`src/rtl/mul_div_if.sv`:
```
// Handshake and data bundle between the pipeline and the iterative multiply/divide unit.
// The master drives operations and HI/LO moves; the slave returns status and HI/LO.
interface mul_div_if;
  logic        start;
  logic [1:0]  op;
  logic [31:0] a;
  logic [31:0] b;
  logic        mthi;
  logic        mtlo;
  logic [31:0] wdata;
  logic        busy;
  logic        done;
  logic [31:0] hi;
  logic [31:0] lo;

  modport master (
    output start, op, a, b, mthi, mtlo, wdata,
    input  busy, done, hi, lo
  );

  modport slave (
    input  start, op, a, b, mthi, mtlo, wdata,
    output busy, done, hi, lo
  );
endinterface

```
`src/rtl/mul_div_unit.sv`:
```
// Iterative 32-bit multiply/divide unit with HI/LO registers. It does one
// shift-add or restoring shift-subtract step per cycle and needs 32 steps per operation.
module mul_div_unit (
  input logic   clk,
  input logic   rst,
  mul_div_if.slave bus
);

  typedef enum logic [1:0] {StIdle, StBusy, StDone} state_e;

  state_e      state_q, state_d;
  logic [4:0]  cnt_q, cnt_d;
  logic        is_div_q, is_div_d;
  logic        neg_q, neg_d;
  logic        rneg_q, rneg_d;
  logic        bzero_q, bzero_d;
  logic [31:0] ma_q, ma_d;
  logic [31:0] mb_q, mb_d;
  logic [31:0] a_q, a_d;
  logic [63:0] work_q, work_d;
  logic [31:0] hi_q, hi_d;
  logic [31:0] lo_q, lo_d;

  logic [31:0] mag_a, mag_b;
  logic [32:0] sum, trial;
  logic [63:0] mul_step, div_step, step, prod;
  logic [31:0] quo, rem;

  always_comb begin
    mag_a = (bus.op[0] && bus.a[31]) ? -bus.a : bus.a;
    mag_b = (bus.op[0] && bus.b[31]) ? -bus.b : bus.b;

    // Multiply: work = {partial, multiplier}; the carry-out of the add is shifted in at the top.
    sum      = {1'b0, work_q[63:32]} + {1'b0, ma_q};
    mul_step = work_q[0] ? {sum, work_q[31:1]} : {1'b0, work_q[63:1]};

    // Divide: work = {remainder, dividend/quotient}; the remainder is restored when the subtract underflows.
    trial    = work_q[63:31] - {1'b0, mb_q};
    div_step = trial[32] ? {work_q[62:0], 1'b0} : {trial[31:0], work_q[30:0], 1'b1};

    step = is_div_q ? div_step : mul_step;
    prod = neg_q ? -step : step;
    quo  = neg_q ? -step[31:0] : step[31:0];
    rem  = rneg_q ? -step[63:32] : step[63:32];
  end

  always_comb begin
    state_d  = state_q;
    cnt_d    = cnt_q;
    is_div_d = is_div_q;
    neg_d    = neg_q;
    rneg_d   = rneg_q;
    bzero_d  = bzero_q;
    ma_d     = ma_q;
    mb_d     = mb_q;
    a_d      = a_q;
    work_d   = work_q;
    hi_d     = hi_q;
    lo_d     = lo_q;

    unique case (state_q)
      StIdle: begin
        if (bus.start) begin
          state_d  = StBusy;
          cnt_d    = 5'd0;
          is_div_d = bus.op[1];
          neg_d    = bus.op[0] & (bus.a[31] ^ bus.b[31]);
          rneg_d   = bus.op[0] & bus.a[31];
          bzero_d  = (bus.b == 32'd0);
          ma_d     = mag_a;
          mb_d     = mag_b;
          a_d      = bus.a;
          work_d   = bus.op[1] ? {32'd0, mag_a} : {32'd0, mag_b};
        end else begin
          if (bus.mthi) hi_d = bus.wdata;
          if (bus.mtlo) lo_d = bus.wdata;
        end
      end
      StBusy: begin
        work_d = step;
        cnt_d  = cnt_q + 5'd1;
        if (cnt_q == 5'd31) begin
          state_d = StDone;
          if (!is_div_q) begin
            hi_d = prod[63:32];
            lo_d = prod[31:0];
          end else if (bzero_q) begin
            hi_d = a_q;
            lo_d = 32'hFFFF_FFFF;
          end else begin
            hi_d = rem;
            lo_d = quo;
          end
        end
      end
      StDone: state_d = StIdle;
      default: state_d = StIdle;
    endcase
  end

  always_ff @(posedge clk) begin
    if (rst) begin
      state_q  <= StIdle;
      cnt_q    <= 5'd0;
      is_div_q <= 1'b0;
      neg_q    <= 1'b0;
      rneg_q   <= 1'b0;
      bzero_q  <= 1'b0;
      ma_q     <= 32'd0;
      mb_q     <= 32'd0;
      a_q      <= 32'd0;
      work_q   <= 64'd0;
      hi_q     <= 32'd0;
      lo_q     <= 32'd0;
    end else begin
      state_q  <= state_d;
      cnt_q    <= cnt_d;
      is_div_q <= is_div_d;
      neg_q    <= neg_d;
      rneg_q   <= rneg_d;
      bzero_q  <= bzero_d;
      ma_q     <= ma_d;
      mb_q     <= mb_d;
      a_q      <= a_d;
      work_q   <= work_d;
      hi_q     <= hi_d;
      lo_q     <= lo_d;
    end
  end

  assign bus.busy = (state_q == StBusy);
  assign bus.done = (state_q == StDone);
  assign bus.hi   = hi_q;
  assign bus.lo   = lo_q;

endmodule

```
`src/flat_wrapper.sv`:
```
// flat-port wrapper written by rule: the top's interface ports become plain ports
module mul_div_unit_flat 
  (clk, rst, bus_start, bus_op, bus_a, bus_b, bus_mthi, bus_mtlo, bus_wdata, bus_busy, bus_done, bus_hi, bus_lo);
  mul_div_if bus_i ();
  input logic clk;
  input logic rst;
  input wire logic [$bits(bus_i.start)-1:0] bus_start;
  input wire logic [$bits(bus_i.op)-1:0] bus_op;
  input wire logic [$bits(bus_i.a)-1:0] bus_a;
  input wire logic [$bits(bus_i.b)-1:0] bus_b;
  input wire logic [$bits(bus_i.mthi)-1:0] bus_mthi;
  input wire logic [$bits(bus_i.mtlo)-1:0] bus_mtlo;
  input wire logic [$bits(bus_i.wdata)-1:0] bus_wdata;
  output wire logic [$bits(bus_i.busy)-1:0] bus_busy;
  output wire logic [$bits(bus_i.done)-1:0] bus_done;
  output wire logic [$bits(bus_i.hi)-1:0] bus_hi;
  output wire logic [$bits(bus_i.lo)-1:0] bus_lo;
  assign bus_i.start = bus_start;
  assign bus_i.op = bus_op;
  assign bus_i.a = bus_a;
  assign bus_i.b = bus_b;
  assign bus_i.mthi = bus_mthi;
  assign bus_i.mtlo = bus_mtlo;
  assign bus_i.wdata = bus_wdata;
  assign bus_busy = bus_i.busy;
  assign bus_done = bus_i.done;
  assign bus_hi = bus_i.hi;
  assign bus_lo = bus_i.lo;
  mul_div_unit u_core (.clk(clk), .rst(rst), .bus(bus_i));
endmodule
```
`config.mk`:
```
export PLATFORM = sky130hd
export DESIGN_NAME = mul_div_unit_flat
export DESIGN_NICKNAME = d
export VERILOG_FILES = /design/src/rtl/mul_div_if.sv /design/src/rtl/mul_div_unit.sv /design/src/flat_wrapper.sv
export SDC_FILE = /design/constraint.sdc
export NUM_CORES = 1
export LEC_CHECK = 0
export CAP_MARGIN = 20
export CORE_ASPECT_RATIO = 1.2
export CORE_UTILIZATION = 50
export DETAILED_ROUTE_END_ITERATION = 8
export PLACE_DENSITY_LB_ADDON = 0.25
export SLEW_MARGIN = 30
export SYNTH_ARGS = -nofsm -noshare
export SYNTH_HDL_FRONTEND = slang
export SYNTH_SLANG_ARGS = --single-unit
```
`constraint.sdc`:
```
create_clock -name clk -period 7.2 [get_ports clk]
set_input_delay 1.44 -clock clk [delete_from_list [all_inputs] [get_ports clk]]
set_output_delay 1.44 -clock clk [all_outputs]
set_load 0.05 [all_outputs]
```
==> results of run 1 <==
[where the power goes]
group | leakage, nW | total, W | switching, W | internal [W]
clock | 0.505 | 0.00162 | 0.000630 | 0.000994
sequential | 1.92 | 0.00148 | 0.0000874 | 0.00139
combinational | 5.78 | 0.00169 | 0.00114 | 0.000549
[through the flow]
step,area (sq um),setup slack [ns]
final,22000,1.55
after CTS,22000,1.64
after detailed placement,21000,1.68
after global placement,20900,1.79
after floorplan,19100,1.88
after global routing,22000,1.01
[final timing paths]
path | start | endpoint | slack (ns)
max | u_core.work_q[31] | u_core.bus.hi[28] | 1.55
min | u_core.bus.hi[15] | u_core.bus.hi[15] | 0.45
max reg2reg | u_core.work_q[31] | u_core.bus.hi[28] | 1.55
min reg2reg | u_core.bus.hi[15] | u_core.bus.hi[15] | 0.45
[placed cells by master (no fill, tap or decap), types with 35 or more instances in the layout]
cell type / Yosys / final
clkdlybuf4s50_1: 0 / 166
dfxtp_1: 234 / 232
o21ai_0: 168 / 168
mux2i_1: 38 / 38
a31oi_1: 59 / 58
xnor2_1: 90 / 90
a211oi_1: 93 / 93
a21oi_1: 249 / 247
or3_1: 35 / 35
ha_1: 70 / 70
xor2_1: 77 / 77
nor3_1: 62 / 62
o211ai_1: 37 / 37
nand3_1: 72 / 72
nor2_1: 237 / 236
nand2_1: 347 / 346
inv_1: 81 / 79
[state kept, by name, indices dropped and copies added, names as in the netlist, 2 cells and up]
| signal | flops |
|---|---|
| u_core.a_q | 32 |
| u_core.bus.hi | 32 |
| u_core.bus.lo | 32 |
| u_core.cnt_q | 5 |
| u_core.ma_q | 31 |
| u_core.mb_q | 32 |
| u_core.state_q | 2 |
| u_core.work_q | 64 |
[worst max-delay path: stages (launching register included)]
cell and delay (ns):
dfxtp_1 0.41, inv_1 0.09, ha_1 0.24, fa_1 0.41
nand2b_1 0.20, a2111o_1 0.42, a21bo_2 0.26, a21boi_4 0.20
o211ai_4 0.13, nand2_1 0.09, o21ai_0 0.08, a21oi_1 0.25
ha_1 0.33, inv_1 0.09, a211oi_1 0.18, o2111ai_1 0.15
o311a_1 0.24, a21oi_4 0.28, nand4_1 0.26, nor3_1 0.40
mux2_1 0.35, o2111a_1 0.23, a221oi_1 0.25
[layout make-up]
cell class / instances / area [sq um]
tap: 480 / 601
antenna: 1 / 2.50
fill: 3632 / 15700
timing repair buffer: 203 / 1950
inverter: 82 / 308
sequential: 234 / 4690
multi-input combinational: 2135 / 13400
clock inverter: 14 / 272
clock buffer: 35 / 756
[routing by layer]
metal  vias to the layer above  part of all wire, %
met3                       290                   10
met5                         -                0.015
li1                       9727                    -
met4                         2                  7.8
met2                      1388                   43
met1                     10200                   39
[cell families (layout without fill, tap and decap cells)]
| kind of cell | Yosys count | in the layout |
|---|---|---|
| adders and majority gates | 72 | 72 |
| other | 0 | 1 |
| xor gates and xnor gates | 167 | 167 |
| DFF | 234 | 234 |
| buffers and inverters | 260 | 334 |
| muxes | 63 | 63 |
| AOI/OAI and AO/OA | 910 | 910 |
| and+or+nand+nor | 923 | 923 |
==> results.json, run 1 <==
{
  "status": "finished, final reports clean",
  "start_util_pct": 50.6,
  "synth_compound_area_share_pct": 31.8,
  "holdWs_ns": 0.449,
  "cts_resized": 0,
  "dp.cells": 3134,
  "stdcell_count": 3184,
  "synth_edf_count": 0,
  "clk_path_buf_depth": 3,
  "arrival_ns": 6.13,
  "synth-seq-cells": 234,
  "areaGrowthSynthToFinish_pct": 15.3,
  "finalSetupViolations": 0,
  "yosysSeqAreaShare_pct": 24.6,
  "min_period_over_period_pct": 78.5,
  "gr-total-overflow": 0,
  "grt_pass1_wl_mm": 126,
  "start_kind": "register",
  "synth_top_family_by_area": "compound AO/OA/AOI/OAI gates",
  "synth.net_count": 2804,
  "power_w": 0.00479,
  "post_cts.repair.setup_buffers": 0,
  "gp_congestion": 1.02,
  "vias_per_cell": 6.77,
  "reg2reg_depth": 22,
  "max_freq_ghz": 0.177,
  "grt_pass1_vias": 19800,
  "path_max_fanout": 10,
  "syn_avg_cell_area_sq_um": 7.25,
  "cts_sinks": 234,
  "pin_count": 169,
  "netlist_area_sq_um": 19100,
  "synth_cell_types": 101,
  "layout_min_cycle_time_ns": 5.65,
  "dr.pass1.iters": 6,
  "synth_area_leaders": "dfxtp_1 (25%), nand2_1 (6.8%), a21oi_1 (6.5%)",
  "ir_drop_mv": 0.180,
  "path_clk_slew_ns": 0.07,
  "drive_gt1_share_pct": 6.36,
  "fin_setup_tns_ns": 0,
  "cts_made_buffers": 27,
  "slew_headroom_pct": 25.3,
  "antenna_found_initial": 4,
  "nets": 2858,
  "clkLatencyLatePin_ns": 0.59,
  "synth_cells": 2629,
  "synthAdderAreaFrac_pct": 4.80,
  "yosys.area.top_type_share_pct": 24.6,
  "synthArstFlopShare_pct": 0,
  "hold_depth": 2,
  "p_leak_nw": 8.20,
  "synthMuxAreaShare_pct": 3.47,
  "synthTopCellsByCount": "nand2_1 (347), a21oi_1 (249), nor2_1 (237)",
  "hold_buffers": 0,
  "antenna_left": 0,
  "yosys_warnings": 0,
  "clockRootBuffer": "clkbuf_16",
  "setup.worst_path.end_class": "register",
  "hold_class": "reg -> reg",
  "die_height_um": 216,
  "tritoncts": "yes",
  "die_area_sq_um": 38900,
  "synth-simple-area-share_pct": 22.4,
  "p_per_area_nw_per_um2": 218,
  "crit_type": "reg -> reg",
  "ys.flop_type": "dfxtp_1",
  "slew_violations": 0,
  "core_sq_um": 37700,
  "synth_top_area_cell": "dfxtp_1",
  "yosysMostFrequentCell": "nand2_1",
  "h-tree-depth": 1,
  "vias": 21600,
  "worstPathRequired_ns": 7.68,
  "skew_ns": 0.0244,
  "rsz0062_at_grt": "no",
  "drv_cap": 0,
  "tightest_slew_ns": 1.12,
  "std_cell_rows": 78,
  "drtIter0Drc": 2904,
  "dp_hpwl_mm": 66.0,
  "synth_xor_area_share_pct": 7.67,
  "die_w_um": 180,
  "numPortBuffers": 168,
  "grt-busiest-layer": "met2",
  "track_usage_pct": 42.7,
  "drc": 0,
  "post_drt_wl_per_cell_um": 27.0,
  "grt_use_met3_pct": 7.66,
  "globalRouteMet1Util_pct": 55.1,
  "fin_util_pct": 58.4,
  "grt_max_degree": 128,
  "wl_mm": 85.9,
  "finalHoldViolCount": 0,
  "met2_usage_pct": 64.6
}
Note: power is estimated with default switching activity, not from simulation.
==> run 2: changes to the inputs <==
==> constraint.sdc (replaced) <==
create_clock -name clk -period 4.65 [get_ports clk]
set_input_delay 0.93 -clock clk [delete_from_list [all_inputs] [get_ports clk]]
set_output_delay 0.93 -clock clk [all_outputs]
set_load 0.05 [all_outputs]
==> results.json, run 2 (synthesized netlist as in run 1, its figures left out) <==
{
  "status": "finished with violations",
  "violations": "negative setup slack",
  "drv_cap": 0,
  "grt-busiest-layer": "met2",
  "grt_pass1_wl_mm": 132,
  "drive_gt1_share_pct": 17.5,
  "clkLatencyLatePin_ns": 0.60,
  "slew_violations": 0,
  "cp-startpoint": "u_core.work_q[31]",
  "post_drt_wl_per_cell_um": 26.5,
  "start_util_pct": 50.6,
  "slew_headroom_pct": 24.8,
  "core_sq_um": 37700,
  "arrival_ns": 5.31,
  "std_cell_rows": 78,
  "vias": 22900,
  "worstPathRequired_ns": 5.13,
  "pre_cts_slack_ns": -0.348,
  "gp_congestion": 1.04,
  "setup_slack_ns": -0.182,
  "p_per_area_nw_per_um2": 318,
  "die_w_um": 180,
  "nFillCells": 3323,
  "hold_class": "reg -> reg",
  "clockRootBuffer": "clkbuf_16",
  "path_clk_slew_ns": 0.06,
  "nets": 3122,
  "finalSetupViolations": 8,
  "detailed_place.area_sq_um": 22800,
  "setup.worst_path.end_class": "register",
  "dr.pass1.iters": 8,
  "cts_sinks": 234,
  "hold_buffers": 0,
  "drtIter0Drc": 2904,
  "grt_pass1_vias": 21100,
  "drc": 0,
  "crit_type": "reg -> reg",
  "max_freq_ghz": 0.207,
  "gr-total-overflow": 0,
  "cts_made_buffers": 28,
  "wl_mm": 91.4,
  "num_antenna_cells": 0,
  "h-tree-depth": 1,
  "multi_input_area_sq_um": 14000,
  "track_usage_pct": 45.0,
  "areaGrowthSynthToFinish_pct": 29.3,
  "start_kind": "register",
  "antenna_found_initial": 3,
  "design_area_sq_um": 24600,
  "rsz0062_at_grt": "yes",
  "largest_reg_flops": 64,
  "min_period_over_period_pct": 104,
  "vias_per_cell": 6.64,
  "p_leak_nw": 9.62,
  "dp_hpwl_mm": 70.4,
  "hold_start": "u_core.a_q[26]",
  "ir_drop_mv": 0.323,
  "path_max_fanout": 19,
  "numPortBuffers": 168,
  "antenna_left": 0,
  "top_register": "u_core.work_q",
  "mostFrequentLayoutCells": "nand2_1 (341), buf_4 (276), a21oi_1 (239)",
  "r2r-start": "u_core.work_q[31]",
  "layout_min_cycle_time_ns": 4.83,
  "finalHoldViolCount": 0,
  "clk_path_buf_depth": 3,
  "seqCellArea_sq_um": 4690,
  "tightest_slew_ns": 1.12,
  "die_height_um": 216,
  "tritoncts": "yes",
  "met2_usage_pct": 68.2,
  "mostFrequentLayoutCell": "nand2_1",
  "pin_count": 169,
  "grt_max_degree": 178,
  "skew_ns": 0.0199,
  "grt_use_met3_pct": 7.66,
  "die_area_sq_um": 38900,
  "globalRouteMet1Util_pct": 56.9
}
[run 2: area by class of cell]
type,count,area share (%)
clock buffer,36,3.09
clock inverter,12,0.792
inverter,82,1.25
multi-input combinational,2135,56.7
sequential,234,19.0
tap,480,2.44
timing repair buffer,466,16.7
[run 2: critical path, cell delays in order, from the launching register on]
cell and delay, ns:
dfxtp_2 0.33, inv_2 0.05, ha_4 0.15, fa_2 0.34
nand2b_4 0.15, a2111o_1 0.45, a21bo_2 0.25, buf_6 0.12
a21boi_4 0.18, o211ai_4 0.16, buf_4 0.19, buf_6 0.17
or4_4 0.53, a32oi_4 0.29, buf_6 0.17, nand4_1 0.24
nor4b_2 0.44, mux2i_1 0.23, o21ai_1 0.07, nor2_1 0.14
o21ai_1 0.07
[run 2: timing repair]
item | 4_1_cts | 5_1_grt
endpoints found under the setup margin | 21 | 31
resized for setup | 37 | 93
pin swaps | 26 | 64
cloned | 1 | 0
setup buffers | 19 | 17
[run 2: path summary, 6_finish.rpt]
| path | to | slack (ns) | depth (start not counted) |
|---|---|---|---|
| setup / recovery | u_core.bus.hi[22] | -0.18 | 20 |
| hold / removal | u_core.a_q[26] | 0.46 | 2 |
| setup reg to reg | u_core.bus.hi[22] | -0.18 | 20 |
| hold reg to reg | u_core.a_q[26] | 0.46 | 2 |
[run 2: layer usage]
metal,part of all wire [%],vias up
li1,-,10300
met1,38,10700
met2,42,1520
met3,10,381
met4,9.2,4
met5,0.028,-
[run 2: per-stage QoR]
stage	util, %	hold slack [ns]	std cells	total power [W]	TNS (ns)
6_report	65.4	0.455	3445	0.00785	-0.699
4_1_cts	63.9	0.453	3429	0.00757	-0.260
5_1_grt	65.4	0.480	3445	0.00807	-2.61
3_5_place_dp	60.5	0.445	3362	0.00518	-3.72
3_3_place_gp	60.5	0.427	3362	0.00514	-2.50
2_1_floorplan	-	0.433	2629	0.00397	-0.453
[run 2: power by group]
| group | leakage, nW | switching (W) | internal, W |
|---|---|---|---|
| combinational | 7.23 | 0.00199 | 0.00121 |
| clock | 0.464 | 0.000971 | 0.00138 |
| sequential | 1.92 | 0.000149 | 0.00215 |
